$ cat src/rtl/fifo_rd_stream_pkg.sv
// Shared types and sizing helpers for the FIFO read-side stream adapter.
package fifo_rd_stream_pkg;

  localparam int MAX_RD_LATENCY     = 4;
  localparam int DEFAULT_DATA_WIDTH = 8;

  typedef logic [DEFAULT_DATA_WIDTH-1:0] fifo_word_t;

  // Width of a pointer that indexes 0..depth-1.
  function automatic int ptr_width(input int depth);
    return (depth > 1) ? $clog2(depth) : 1;
  endfunction

  // Width of a counter that holds 0..max_val inclusive.
  function automatic int cnt_width(input int max_val);
    return $clog2(max_val + 1);
  endfunction

endpackage

$ cat src/rtl/fifo_rd_stream_buf.sv
// Circular output buffer: push/pop ports, occupancy count and a head word
// selected from registered storage.
module fifo_rd_stream_buf
  import fifo_rd_stream_pkg::*;
#(
  parameter  int DATA_WIDTH = 8,
  parameter  int DEPTH      = 3,
  localparam int PTR_W      = ptr_width(DEPTH),
  localparam int OCC_W      = cnt_width(DEPTH)
) (
  input  logic                  clk,
  input  logic                  rst_n,
  input  logic                  push,
  input  logic [DATA_WIDTH-1:0] push_data,
  input  logic                  pop,
  output logic [DATA_WIDTH-1:0] head_data,
  output logic [OCC_W-1:0]      occ,
  output logic                  not_empty
);

  logic [DATA_WIDTH-1:0] mem_q [DEPTH];
  logic [DATA_WIDTH-1:0] mem_d [DEPTH];
  logic [PTR_W-1:0]      wr_ptr_q, wr_ptr_d;
  logic [PTR_W-1:0]      rd_ptr_q, rd_ptr_d;
  logic [OCC_W-1:0]      occ_q, occ_d;

  function automatic logic [PTR_W-1:0] next_ptr(input logic [PTR_W-1:0] p);
    return (p == PTR_W'(DEPTH - 1)) ? '0 : p + PTR_W'(1);
  endfunction

  always_comb begin
    // NOTE: every signal gets a default first so no path leaves it unassigned (no latches).
    mem_d    = mem_q;
    wr_ptr_d = wr_ptr_q;
    rd_ptr_d = rd_ptr_q;
    occ_d    = occ_q;
    if (push) begin
      mem_d[wr_ptr_q] = push_data;
      wr_ptr_d        = next_ptr(wr_ptr_q);
    end
    if (pop) begin
      rd_ptr_d = next_ptr(rd_ptr_q);
    end
    case ({push, pop})
      2'b10:   occ_d = occ_q + OCC_W'(1);
      2'b01:   occ_d = occ_q - OCC_W'(1);
      default: occ_d = occ_q;
    endcase
  end

  // NOTE: the storage is reset on purpose: it is only a handful of words and the
  // head must read as zero straight out of reset.
  always_ff @(posedge clk or negedge rst_n) begin
    if (!rst_n) begin
      for (int i = 0; i < DEPTH; i++) mem_q[i] <= '0;
      wr_ptr_q <= '0;
      rd_ptr_q <= '0;
      occ_q    <= '0;
    end else begin
      // NOTE: state updates use non-blocking assignments so every flop samples pre-edge values.
      mem_q    <= mem_d;
      wr_ptr_q <= wr_ptr_d;
      rd_ptr_q <= rd_ptr_d;
      occ_q    <= occ_d;
    end
  end

  assign head_data = mem_q[rd_ptr_q];
  assign occ       = occ_q;
  assign not_empty = (occ_q != '0);

endmodule

$ cat src/rtl/fifo_rd_stream.sv
// FIFO read port to valid/ready stream adapter with credit-based popping.
// Optional beat counter port beat_cnt when FIFO_RD_STREAM_CNT_EN is defined.
module fifo_rd_stream
  import fifo_rd_stream_pkg::*;
#(
  parameter int DATA_WIDTH = 8,
  parameter int RD_LATENCY = 1,
  parameter int BUF_DEPTH  = RD_LATENCY + 2
) (
  input  logic                  rd_clk,
  input  logic                  rst,
  output logic                  rd_en,
  input  logic [DATA_WIDTH-1:0] data_rd,
  input  logic                  fifo_empty,
  output logic [DATA_WIDTH-1:0] m_data,
  output logic                  m_valid,
  input  logic                  m_ready
`ifdef FIFO_RD_STREAM_CNT_EN
  ,
  output logic [31:0]           beat_cnt
`endif
);

  localparam int OCC_W  = cnt_width(BUF_DEPTH);
  localparam int CRED_W = cnt_width(BUF_DEPTH + MAX_RD_LATENCY);

  logic [RD_LATENCY-1:0] vld_q, vld_d;
  logic [OCC_W-1:0]      occ;
  logic [CRED_W-1:0]     credit_used;
  logic                  capture;
  logic                  xfer;

  // Words already committed = buffered + still returning from the FIFO.
  always_comb begin
    credit_used = CRED_W'(occ);
    for (int i = 0; i < RD_LATENCY; i++) begin
      credit_used = credit_used + CRED_W'(vld_q[i]);
    end
    rd_en = rst && !fifo_empty && (credit_used < CRED_W'(BUF_DEPTH));
    vld_d    = vld_q << 1;
    vld_d[0] = rd_en;
  end

  always_ff @(posedge rd_clk or negedge rst) begin
    if (!rst) vld_q <= '0;
    else      vld_q <= vld_d;
  end

  assign capture = vld_q[RD_LATENCY-1];
  assign xfer    = m_valid && m_ready;

  fifo_rd_stream_buf #(
    .DATA_WIDTH (DATA_WIDTH),
    .DEPTH      (BUF_DEPTH)
  ) u_buf (
    .clk       (rd_clk),
    .rst_n     (rst),
    .push      (capture),
    .push_data (data_rd),
    .pop       (xfer),
    .head_data (m_data),
    .occ       (occ),
    .not_empty (m_valid)
  );

`ifdef FIFO_RD_STREAM_CNT_EN
  logic [31:0] beat_cnt_q, beat_cnt_d;

  always_comb begin
    beat_cnt_d = beat_cnt_q;
    if (xfer) beat_cnt_d = beat_cnt_q + 32'd1;
  end

  always_ff @(posedge rd_clk or negedge rst) begin
    if (!rst) beat_cnt_q <= '0;
    else      beat_cnt_q <= beat_cnt_d;
  end

  assign beat_cnt = beat_cnt_q;
`endif

endmodule

$ cat config.mk
export PLATFORM = sky130hd
export DESIGN_NAME = fifo_rd_stream
export DESIGN_NICKNAME = d
export VERILOG_FILES = /design/src/rtl/fifo_rd_stream_pkg.sv /design/src/rtl/fifo_rd_stream_buf.sv /design/src/rtl/fifo_rd_stream.sv
export SDC_FILE = /design/constraint.sdc
export NUM_CORES = 1
export LEC_CHECK = 0
export ABC_AREA = 1
export BUFFER_PORTS_ARGS = -buffer_cell sky130_fd_sc_hd__buf_4
export CORE_UTILIZATION = 50
export CTS_CLUSTER_DIAMETER = 60
export DETAILED_ROUTE_END_ITERATION = 10
export GPL_TIMING_DRIVEN = 0
export PLACE_DENSITY = 0.72
export SLEW_MARGIN = 20
export SYNTH_ARGS = -nofsm -noshare
export SYNTH_HDL_FRONTEND = slang
export SYNTH_SLANG_ARGS = --single-unit
$ cat constraint.sdc
create_clock -name rd_clk -period 1.6 [get_ports rd_clk]
set_input_delay 0.08 -clock rd_clk [delete_from_list [all_inputs] [get_ports rd_clk]]
set_output_delay 0.08 -clock rd_clk [all_outputs]
set_load 0.01 [all_outputs]
Word-level counts from Yosys, hierarchy flattened:

Index checks and enable logic that the tools add are counted.
W data, S select, Z words.

* flip-flop bits (word level): 31
* latch bits: 0
* RAM bits: 0
* ROM bits: 0
* input bits: 12
* output and inout bits: 10
* memories kept: 0

* $add $sub $neg: 5
* $mul: 0
* div/mod/pow operators: 0
* $lt $le $gt $ge: 4
* eq/ne operators: 4
* shift operators: 0
* multiplexer cells: 9
* bitwise gates (word level): 2
* reductions and logical operators: 7

Operators with widths (number)
* $bwmux W24: 1
* $mux W8: 3
* $bmux W8 S2: 1
* $demux W8 S2: 1
* $add A2 B1 Y2 const B: 3
* $eq A2 B2 Y1 const B: 3
* $ge A3 B3 Y1 const B: 2
* $not A2 Y3: 2
* $logic_and A1 B1 Y1: 4
* $mux W2: 2
* $pmux W2 S2: 1
* $reduce_bool A2 Y1: 2
* $add A2 B1 Y3: 1
* $lt A3 B1 Y1 const B: 1
* $lt A3 B2 Y1 const B: 1
* $eq A2 B1 Y1 const B: 1
* $sub A2 B1 Y2 const B: 1
* $logic_not A1 Y1: 1

Logic depth before layout (Yosys ltp):

Gate-level depths: netlist of the first run.

* depth in word-level cells: 6
* mapped depth: 10
* mapped depth without buffers: 10

Cells and area by module:

Synthesis of the first run repeated with hierarchy kept, for this count alone.

* cells, all modules: 162
* area, all modules: 1508.9 um^2

Modules (own cells, without submodules)
* fifo_rd_stream_buf: times used 1, cells an instance 151, area each 1428.9 um^2, seq. area each 750.7 um^2
* fifo_rd_stream: times used 1, cells an instance 11, area each 80.1 um^2, seq. area each 25.0 um^2

Least setup slack after synthesis of the first run:

No wires, ideal clock.

* path kind: register to register
* start: reg u_buf.occ_q[0], in the netlist u_buf.occ[0]
* end: reg u_buf.occ_q[1], in the netlist u_buf.occ[1]
* setup time: 0.117 ns
* data arrival time: 1.238 ns
* data required time: 1.483 ns
* path slack: 0.245 ns
* cell stages (with the launch flop): 10
* path buffers: 0
* clock period less this slack: 1.355 ns
* path through: dfrtp_1 -> inv_1 -> nand2_1 -> nand2_1 -> inv_1 -> ha_1 -> inv_1 -> nand3_1 -> nand2_1 -> nand2_1

* word-level cells in the longest chain between the ends: 4

Ends and longest elaborated chain
* start, declared: line fifo_rd_stream_buf.sv:25 `logic [OCC_W-1:0] occ_q, occ_d;`
* start signal, assigned: line fifo_rd_stream_buf.sv:58 `occ_q <= '0;`
* start signal, assigned: line fifo_rd_stream_buf.sv:64 `occ_q <= occ_d;`
* $reduce_bool A2 Y1 (*): line fifo_rd_stream_buf.sv:70 `assign not_empty = (occ_q != '0);`
* via m_valid: line fifo_rd_stream.sv:16 `output logic m_valid,`
* $logic_and A1 B1 Y1 (*): line fifo_rd_stream.sv:50 `assign xfer = m_valid && m_ready;`
* via u_buf.pop: line fifo_rd_stream_buf.sv:15 `input logic pop,`
* $eq A2 B1 Y1 / $eq A2 B2 Y1 (equally long branches): line fifo_rd_stream_buf.sv:44 `case ({push, pop})`
* $pmux W2 S2 / $reduce_bool A2 Y1 (equally long branches)

The timed path passes the listed nets; every way through them passes the cells marked *.
A chain may end at the register's enable or synchronous reset.

Worst setup path in the final report of the first run:

* start: reg vld_q, in the netlist capture
* end: out rd_en

* word-level cells in the longest chain between the ends: 3

Ends and longest elaborated chain
* start, declared: line fifo_rd_stream.sv:27 `logic [RD_LATENCY-1:0] vld_q, vld_d;`
* start signal, assigned: line fifo_rd_stream.sv:46 `else vld_q <= vld_d;`
* $add A2 B1 Y3: line fifo_rd_stream.sv:37 `credit_used = credit_used + CRED_W'(vld_q[i]);`
* $lt A3 B2 Y1: line fifo_rd_stream.sv:39 `rd_en = rst && !fifo_empty && (credit_used < CRED_W'(BUF_DEPTH));`
* $logic_and A1 B1 Y1: line fifo_rd_stream.sv:39
* end, declared: line fifo_rd_stream.sv:12 `output logic rd_en,`

Every way passes these cells.

==> qor.yml, run 1 <==
sta:
  skew_ns: 0.007107
  tightest_slew_ns: 0.3968
  rsz0062_at_grt: "true"
  maxSlewHeadroom_pct: 73.54
  fin_crit_ns: 1.607
  setup_ws_ns: -0.006756
  period_share_pct: 100.4
  setup_viol: 1
  final_hold_viol_count: 0
  fmax_ghz: 0.6224
  timing.final.max_slew_violations: 0
  finalSetupTns_ns: -0.006756
grt:
  grt_pass1_vias: 1147
  grtUsageMet1_pct: 28.80
  grt_max_degree: 33
  gr-total-overflow: 0
  grt-busiest-layer: "met2"
  grtUsageTotal_pct: 25.15
  antenna_found_initial: 0
  met3_usage_pct: 6.944
  grt_pass1_wl_um: 4919
  grtUsageMet2_pct: 42.07
worst_setup_path:
  critical_path_class: "reg -> out"
  critPathMaxStageDelay_ns: 0.44
  cp-end-kind: "output pin"
  timing.rr.start: "u_buf.occ[0]$_DFFE_PN0P_"
  crit_top_cell: "ha_4"
  cp.arrival_ns: 1.53
  critPathMaxFanout: 2
  r2r_setup_slack_ns: 0.12
  path_cells: "ha_4, ha_4, nand2_2, nand3b_1, nor2_2, buf_4"
  critPathBufInv: 1
  cp-start-kind: "flip-flop"
  critPathRequiredTime_ns: 1.52
  crit_path_top_delay_cell: "dfrtp_2"
  reg2regPathDepth: 10
  cp_top_family: "flip-flops"
  regToRegEndpoint: "u_buf.occ[1]$_DFFE_PN0P_"
job:
  drv_cap: 0
status:
  status: "finished with violations"
  violations: "setup timing"
place:
  hpwl_um: 1959
  dp_slack_ns: 0.1346
  place_congestion: 0.7225
  io_buffers: 21
finish:
  num_antenna_cells: 0
  fin_nets: 211
  drive_gt1_share_pct: 26.40
  syn_to_final_growth_pct: 27.27
  fillers: 208
floorplanning:
  fp.coreArea_um2: 2545
  die_width_um: 54.47
  initial_core_util_pct: 54.08
  num_io_pins: 22
  dieArea_um2: 2966
  fp-row-count: 18
  die_h_um: 54.47
pwr:
  ir_drop_mv: 1.231
  finalPower_mw: 3.477
  p_leak_nw: 0.8941
  power_density_nw_per_um2: 1985
hold_path:
  hold_path_class: "in -> reg"
  hold_depth: 4
  whs_endpoint: "u_buf.rd_ptr_q[0]$_DFFE_PN0P_"
  hp-start: "m_ready"
synth:
  syn_avg_cell_area_um2: 8.549
  synth.largest_area_cell: "dfrtp_1"
  synth_most_common_cell: "nand2_1"
  synth.area.top_cells: "dfrtp_1 (56%), nand2_1 (17%), o21ai_1 (5.8%), inv_1 (4.9%), o21ai_0 (3.6%)"
  synth-seq-cells: 31
  synth-edff-count: 0
  yosysWarnings: 0
  synthCells: 161
  synthArstFlopShare_pct: 100.0
  yosysSeqAreaShare_pct: 56.36
  synth_commonest_cells: "nand2_1 (61), dfrtp_1 (31), inv_1 (18), o21ai_1 (16), o21ai_0 (10)"
  ys_dominant_reg_cell: "dfrtp_1"
  synthesis.nets: 176
  synth_top_area_share_pct: 56.36
  syn_area_um2: 1376
  synth_cell_type_count: 15
drt:
  routed-via-count: 1173
  wl_per_cell_um: 13.77
  detail-route-antenna-nets: 0
  drc_errors: 0
  first_iter_violations: 43
  wl_um: 3126
  first_pass_iters: 4
  drt-vias-per-instance: 5.167
clock_tree:
  cts_tree: "done"
  clock_path_buffers: 2
  htreeDepth: 2
  clkTransAtPathRegs_ns: 0.10
  cts.sinks: 31
  ctsRootBufferMaster: "clkbuf_4"
  insertion_delay_ns: 0.34
  cts_made_buffers: 5
## routing by layer
metal / wire (um) / vias to the layer above
met3: 152 / 8
met1: 1321 / 553
met2: 1584 / 30
met4: 68 / 0
met5: 0 / -
li1: - / 582
## how the worst max path moves through the flow
stage | cells past startpoint | end | startpoint | slack [ns]
2_1_floorplan | 9 | u_buf.occ[1]$_DFFE_PN0P_ | u_buf.occ[0]$_DFFE_PN0P_ | 0.24
3_3_place_gp | 4 | m_data[0] | u_buf.rd_ptr_q[1]$_DFFE_PN0P_ | 0.18
3_5_place_dp | 9 | u_buf.occ[1]$_DFFE_PN0P_ | u_buf.occ[0]$_DFFE_PN0P_ | 0.13
4_1_cts | 6 | rd_en | capture$_DFF_PN0_ | -0.03
5_1_grt | 6 | rd_en | capture$_DFF_PN0_ | -0.07
6_report | 6 | rd_en | capture$_DFF_PN0_ | -0.007
## tightest hold or removal path, delay by kind of cell
kind | cells | cell delay (ns)
buffers and inverters | 1 | 0.08
AND/OR/NAND/NOR | 3 | 0.16
## stage by stage
stage	utilization (%)	area [um^2]	hold WS, ns	std cells
after floorplan	-	1376	-0.2156	161
after global placement	61.75	1572	0.02942	212
after detailed placement	61.75	1572	0.03138	212
after CTS	67.40	1715	0.009975	226
after global routing	68.83	1752	0.01862	227
final	68.83	1752	0.003180	227
## cells in the final DEF (no fill, tap or decap), types with 4 or more instances in the layout
cell,Yosys,final
buf_4,0,26
clkbuf_4,0,5
dfrtp_1,31,28
inv_1,18,18
nand2_1,61,58
nand3_1,9,9
nor2_4,0,4
o21ai_0,10,10
o21ai_1,16,16
## layout make-up
class	instances	area, um^2	share of cell area (%)
flip-flops and latches	31	779.5	44.50
multi-input cells	110	590.6	33.71
repair buffers	27	205.2	11.71
inverters	18	67.56	3.857
clock buffers	7	45.04	2.571
well taps	30	37.54	2.143
plain buffers	3	21.27	1.214
clock inverters	1	5.005	0.2857
## report_power, final
| group | total [mW] | switching (mW) | internal [mW] |
|---|---|---|---|
| registers | 1.45 | 0.274 | 1.17 |
| clock network | 0.436 | 0.266 | 0.171 |
| logic | 1.59 | 0.867 | 0.728 |
| total | 3.48 | 1.41 | 2.07 |
## flip-flops by register name (all words and copies together), names as in the netlist
register	cells
capture	1
u_buf.occ	2
u_buf.mem_q	24
u_buf.wr_ptr_q	2
u_buf.rd_ptr_q	2
## what timing repair did
item	CTS	global route
resized for setup	9	8
setup endpoints to repair	9	10
cloned	0	1
hold endpoints to repair	31	0
pin swaps	3	2
hold buffers	1	0
setup buffers	5	0
## kinds of logic after synthesis
logic type	Yosys count	synth area share, %
AND/OR/NAND/NOR	79	24.36
buffers and inverters	21	6.454
adder cells (fa/ha/maj)	3	2.728
AO/OA/AOI/OAI	26	9.455
XOR/XNOR	1	0.6365
flip-flops	31	56.36
No activity file was read; power rests on OpenSTA's default activity.
==> run 2, diff against run 1 <==
--- a/config.mk
+++ b/config.mk
@@ -12,6 +12,7 @@
 export DETAILED_ROUTE_END_ITERATION = 10
 export GPL_TIMING_DRIVEN = 0
 export PLACE_DENSITY = 0.72
+export SETUP_SLACK_MARGIN = 0.4
 export SLEW_MARGIN = 20
 export SYNTH_ARGS = -nofsm -noshare
 export SYNTH_HDL_FRONTEND = slang
==> run 2 against run 1 <==
Effect of this change: the flow finishes with violations (hold timing); hold slack worse by 0.35 ns; clock skew rose by 0.0026 ns; flip-flop and latch count stayed put; via count grew 7.3%; global-route usage is 0.13 points higher; critical endpoint unchanged; highest routed layer unchanged.
==> qor.yml, run 2 (synthesized netlist as in run 1, its figures left out) <==
status:
  status: "finished with violations"
  violations: "hold timing"
worst_setup_path:
  critical_path_class: "reg -> out"
  cp.arrival_ns: 1.51  # -0.02 ns
  cp-startpoint: "capture$_DFF_PN0_"
  crit_top_cell: "ha_4"
  r2r_setup_slack_ns: 0.24  # +0.12 ns
  cp-start-kind: "flip-flop"
  cp-end-kind: "output pin"
  path_cells: "ha_4, ha_4, nand2_2, nand3b_1, nor2_2, buf_4"
  crit_end: "rd_en"
  critPathMaxFanout: 2  # unchanged
  timing.rr.start: "u_buf.occ[0]$_DFFE_PN0P_"
  crit_path_top_delay_cell: "dfrtp_2"
  regToRegEndpoint: "u_buf.occ[1]$_DFFE_PN0P_"
  critPathRequiredTime_ns: 1.52  # about the same
  critPathMaxStageDelay_ns: 0.43  # about the same
  reg2regPathDepth: 9  # -1
floorplanning:
  die_h_um: 54.47  # unchanged
  num_io_pins: 22  # unchanged
  initial_core_util_pct: 54.08  # unchanged
  fp-row-count: 18  # unchanged
  die_width_um: 54.47  # unchanged
  dieArea_um2: 2966  # unchanged
  fp.coreArea_um2: 2545  # unchanged
sta:
  period_share_pct: 99.36  # -1.1 points
  fin_crit_ns: 1.590  # -0.01697 ns
  rsz0062_at_grt: "true"
  fmax_ghz: 0.6290  # +1.1%
  timing.final.max_slew_violations: 0  # unchanged
  finalSetupTns_ns: 0  # +0.006756 ns
  final_hold_viol_count: 32  # +32
  tightest_slew_ns: 0.4036  # +0.006797 ns
  skew_ns: 0.009661  # +0.002554 ns
  holdWs_ns: -0.3422  # -0.3454 ns
  setup_viol: 0  # -1
  maxSlewHeadroom_pct: 73.09  # -0.45 points
grt:
  grtUsageTotal_pct: 25.28  # +0.13 points
  grt_pass1_vias: 1111  # -3.1%
  gr-total-overflow: 0  # unchanged
  grt_max_degree: 33  # unchanged
  grt_pass1_wl_um: 4988  # +1.4%
  antenna_found_initial: 0  # unchanged
drt:
  detail-route-antenna-nets: 0  # unchanged
  drt-vias-per-instance: 5.335  # +3.2%
  wl_um: 3445  # +10%
  routed-via-count: 1259  # +7.3%
  first_iter_violations: 20  # -53%
  drc_errors: 0  # unchanged
  wl_per_cell_um: 14.60  # +6.0%
  first_pass_iters: 4  # unchanged
clock_tree:
  insertion_delay_ns: 0.34  # about the same
  clock_path_buffers: 2  # unchanged
  ctsRootBufferMaster: "clkbuf_4"
  cts_tree: "done"
  cts.sinks: 31  # unchanged
  clkTransAtPathRegs_ns: 0.10  # about the same
  htreeDepth: 2  # unchanged
  postCtsHoldBufs: 1  # unchanged
  cts_made_buffers: 5  # unchanged
finish:
  fillers: 189  # -9.1%
  syn_to_final_growth_pct: 43.64
  multi_input_comb_area_um2: 685.7  # +16%
  final_cell_mix: "nand2_1 (49), dfrtp_1 (27), buf_4 (25), o21ai_1 (16), buf_6 (12)"
  fin_nets: 220  # +4.3%
  regMostFlops: "u_buf.mem_q"
  final_core_util_pct: 77.68  # +8.8 points
  num_antenna_cells: 0  # unchanged
  drive_gt1_share_pct: 41.26  # +15 points
  seq_area_um2: 780.7  # +0.16%
  largest_reg_flops: 24  # unchanged
  layout_commonest_cell: "nand2_1"
  layout.cells.non_filler: 236  # +4.0%
pwr:
  pwr-share-seq_pct: 36.8  # -4.8 points
  finalPower_mw: 4.053  # +17%
  clkPwrFrac_pct: 10.8  # -1.8 points
  p_leak_nw: 1.008  # +13%
  ir_drop_mv: 1.353  # +9.9%
  combPwrFrac_pct: 52.4  # +6.5 points
  cell_internal_pwr_mw: 2.402  # +16%
  switching_power_mw: 1.651  # +17%
  swShare_pct: 40.73  # +0.29 points
  power_density_nw_per_um2: 2050  # +3.3%
place:
  place_congestion: 0.7541  # +4.4%
  dp.cells: 212  # unchanged
  io_buffers: 21  # unchanged
  hpwl_um: 2030  # +3.6%
job:
  drv_cap: 0  # unchanged
hold_path:
  hold_path_class: "in -> async"
==> run 2: cell types whose count changed in the layout (fill, tap and decap cells not counted), moves of 2 or more <==
cell	before	now
buf_2	2	0
nand2_2	3	8
nand3_2	3	6
buf_6	1	12
inv_2	0	7
nand2_1	58	49
inv_1	18	10
nand2_4	0	4
nand3_1	9	3
nand3_4	0	3
==> run 2: worst min-delay path by stage <==
stage	cells after the start	endpoint	start
after global placement	1	u_buf.rd_ptr_q[0]$_DFFE_PN0P_	rst
after CTS	1	u_buf.mem_q[12]$_DFFE_PN0P_	rst
after floorplan	0	capture$_DFF_PN0_	rst
final	1	u_buf.mem_q[9]$_DFFE_PN0P_	rst
after global routing	1	u_buf.mem_q[9]$_DFFE_PN0P_	rst
after detailed placement	1	u_buf.rd_ptr_q[0]$_DFFE_PN0P_	rst
==> run 2: power groups by stage <==
stage          combinational (mW)  clock, mW  sequential (mW)
6_report                     2.12      0.438             1.49
5_1_grt                      2.34      0.477             1.52
4_1_cts                      1.77      0.444             1.44
3_5_place_dp                 1.47          0             1.44
3_3_place_gp                 1.42          0             1.41
2_1_floorplan               0.954          0             1.38
==> run 2: worst max-delay path: cells and delay by family (launching register included) <==
family        cells  cell delay, ns
fa+ha+maj         2            0.37
flops             1            0.43
buf+inv           1            0.13
simple gates      3            0.24
==> run 2: stage by stage <==
stage               setup slack [ns]  instance area [um^2]
floorplan                     0.3752                  1428
global placement              0.1993                  1623
detailed placement            0.1967                  1623
CTS                         0.002556                  1813
global route                -0.09572                  1977
finish                       0.01021                  1977
==> run 2: cell type report <==
cell class / count / area share (%)
inverter: 18 / 3.544
clock inverter: 1 / 0.2532
buffer: 3 / 1.709
timing repair buffer: 36 / 16.14
sequential: 31 / 39.49
tap: 30 / 1.899
multi-input combinational: 110 / 34.68
clock buffer: 7 / 2.278
==> run 2: repair_timing <==
action / 4_1_cts / 5_1_grt
pin swaps: 7 / 27
gates resized for setup: 18 / 32
gates cloned: 1 / 0
endpoints found under the hold margin: 32 / 31
buffers inserted: 9 / 5
setup endpoints to repair: 21 / 32
==> run 2: per-layer routing <==
metal  vias to the layer above  wire [um]  GRT usage (%)  share of wire (%)
met5                         -          0              0                  0
met4                         0         78          10.26                2.3
met3                         9        119          6.111                3.5
met2                        34       1754          43.50                 51
met1                       610       1492          29.98                 43
li1                        606          -              -                  -
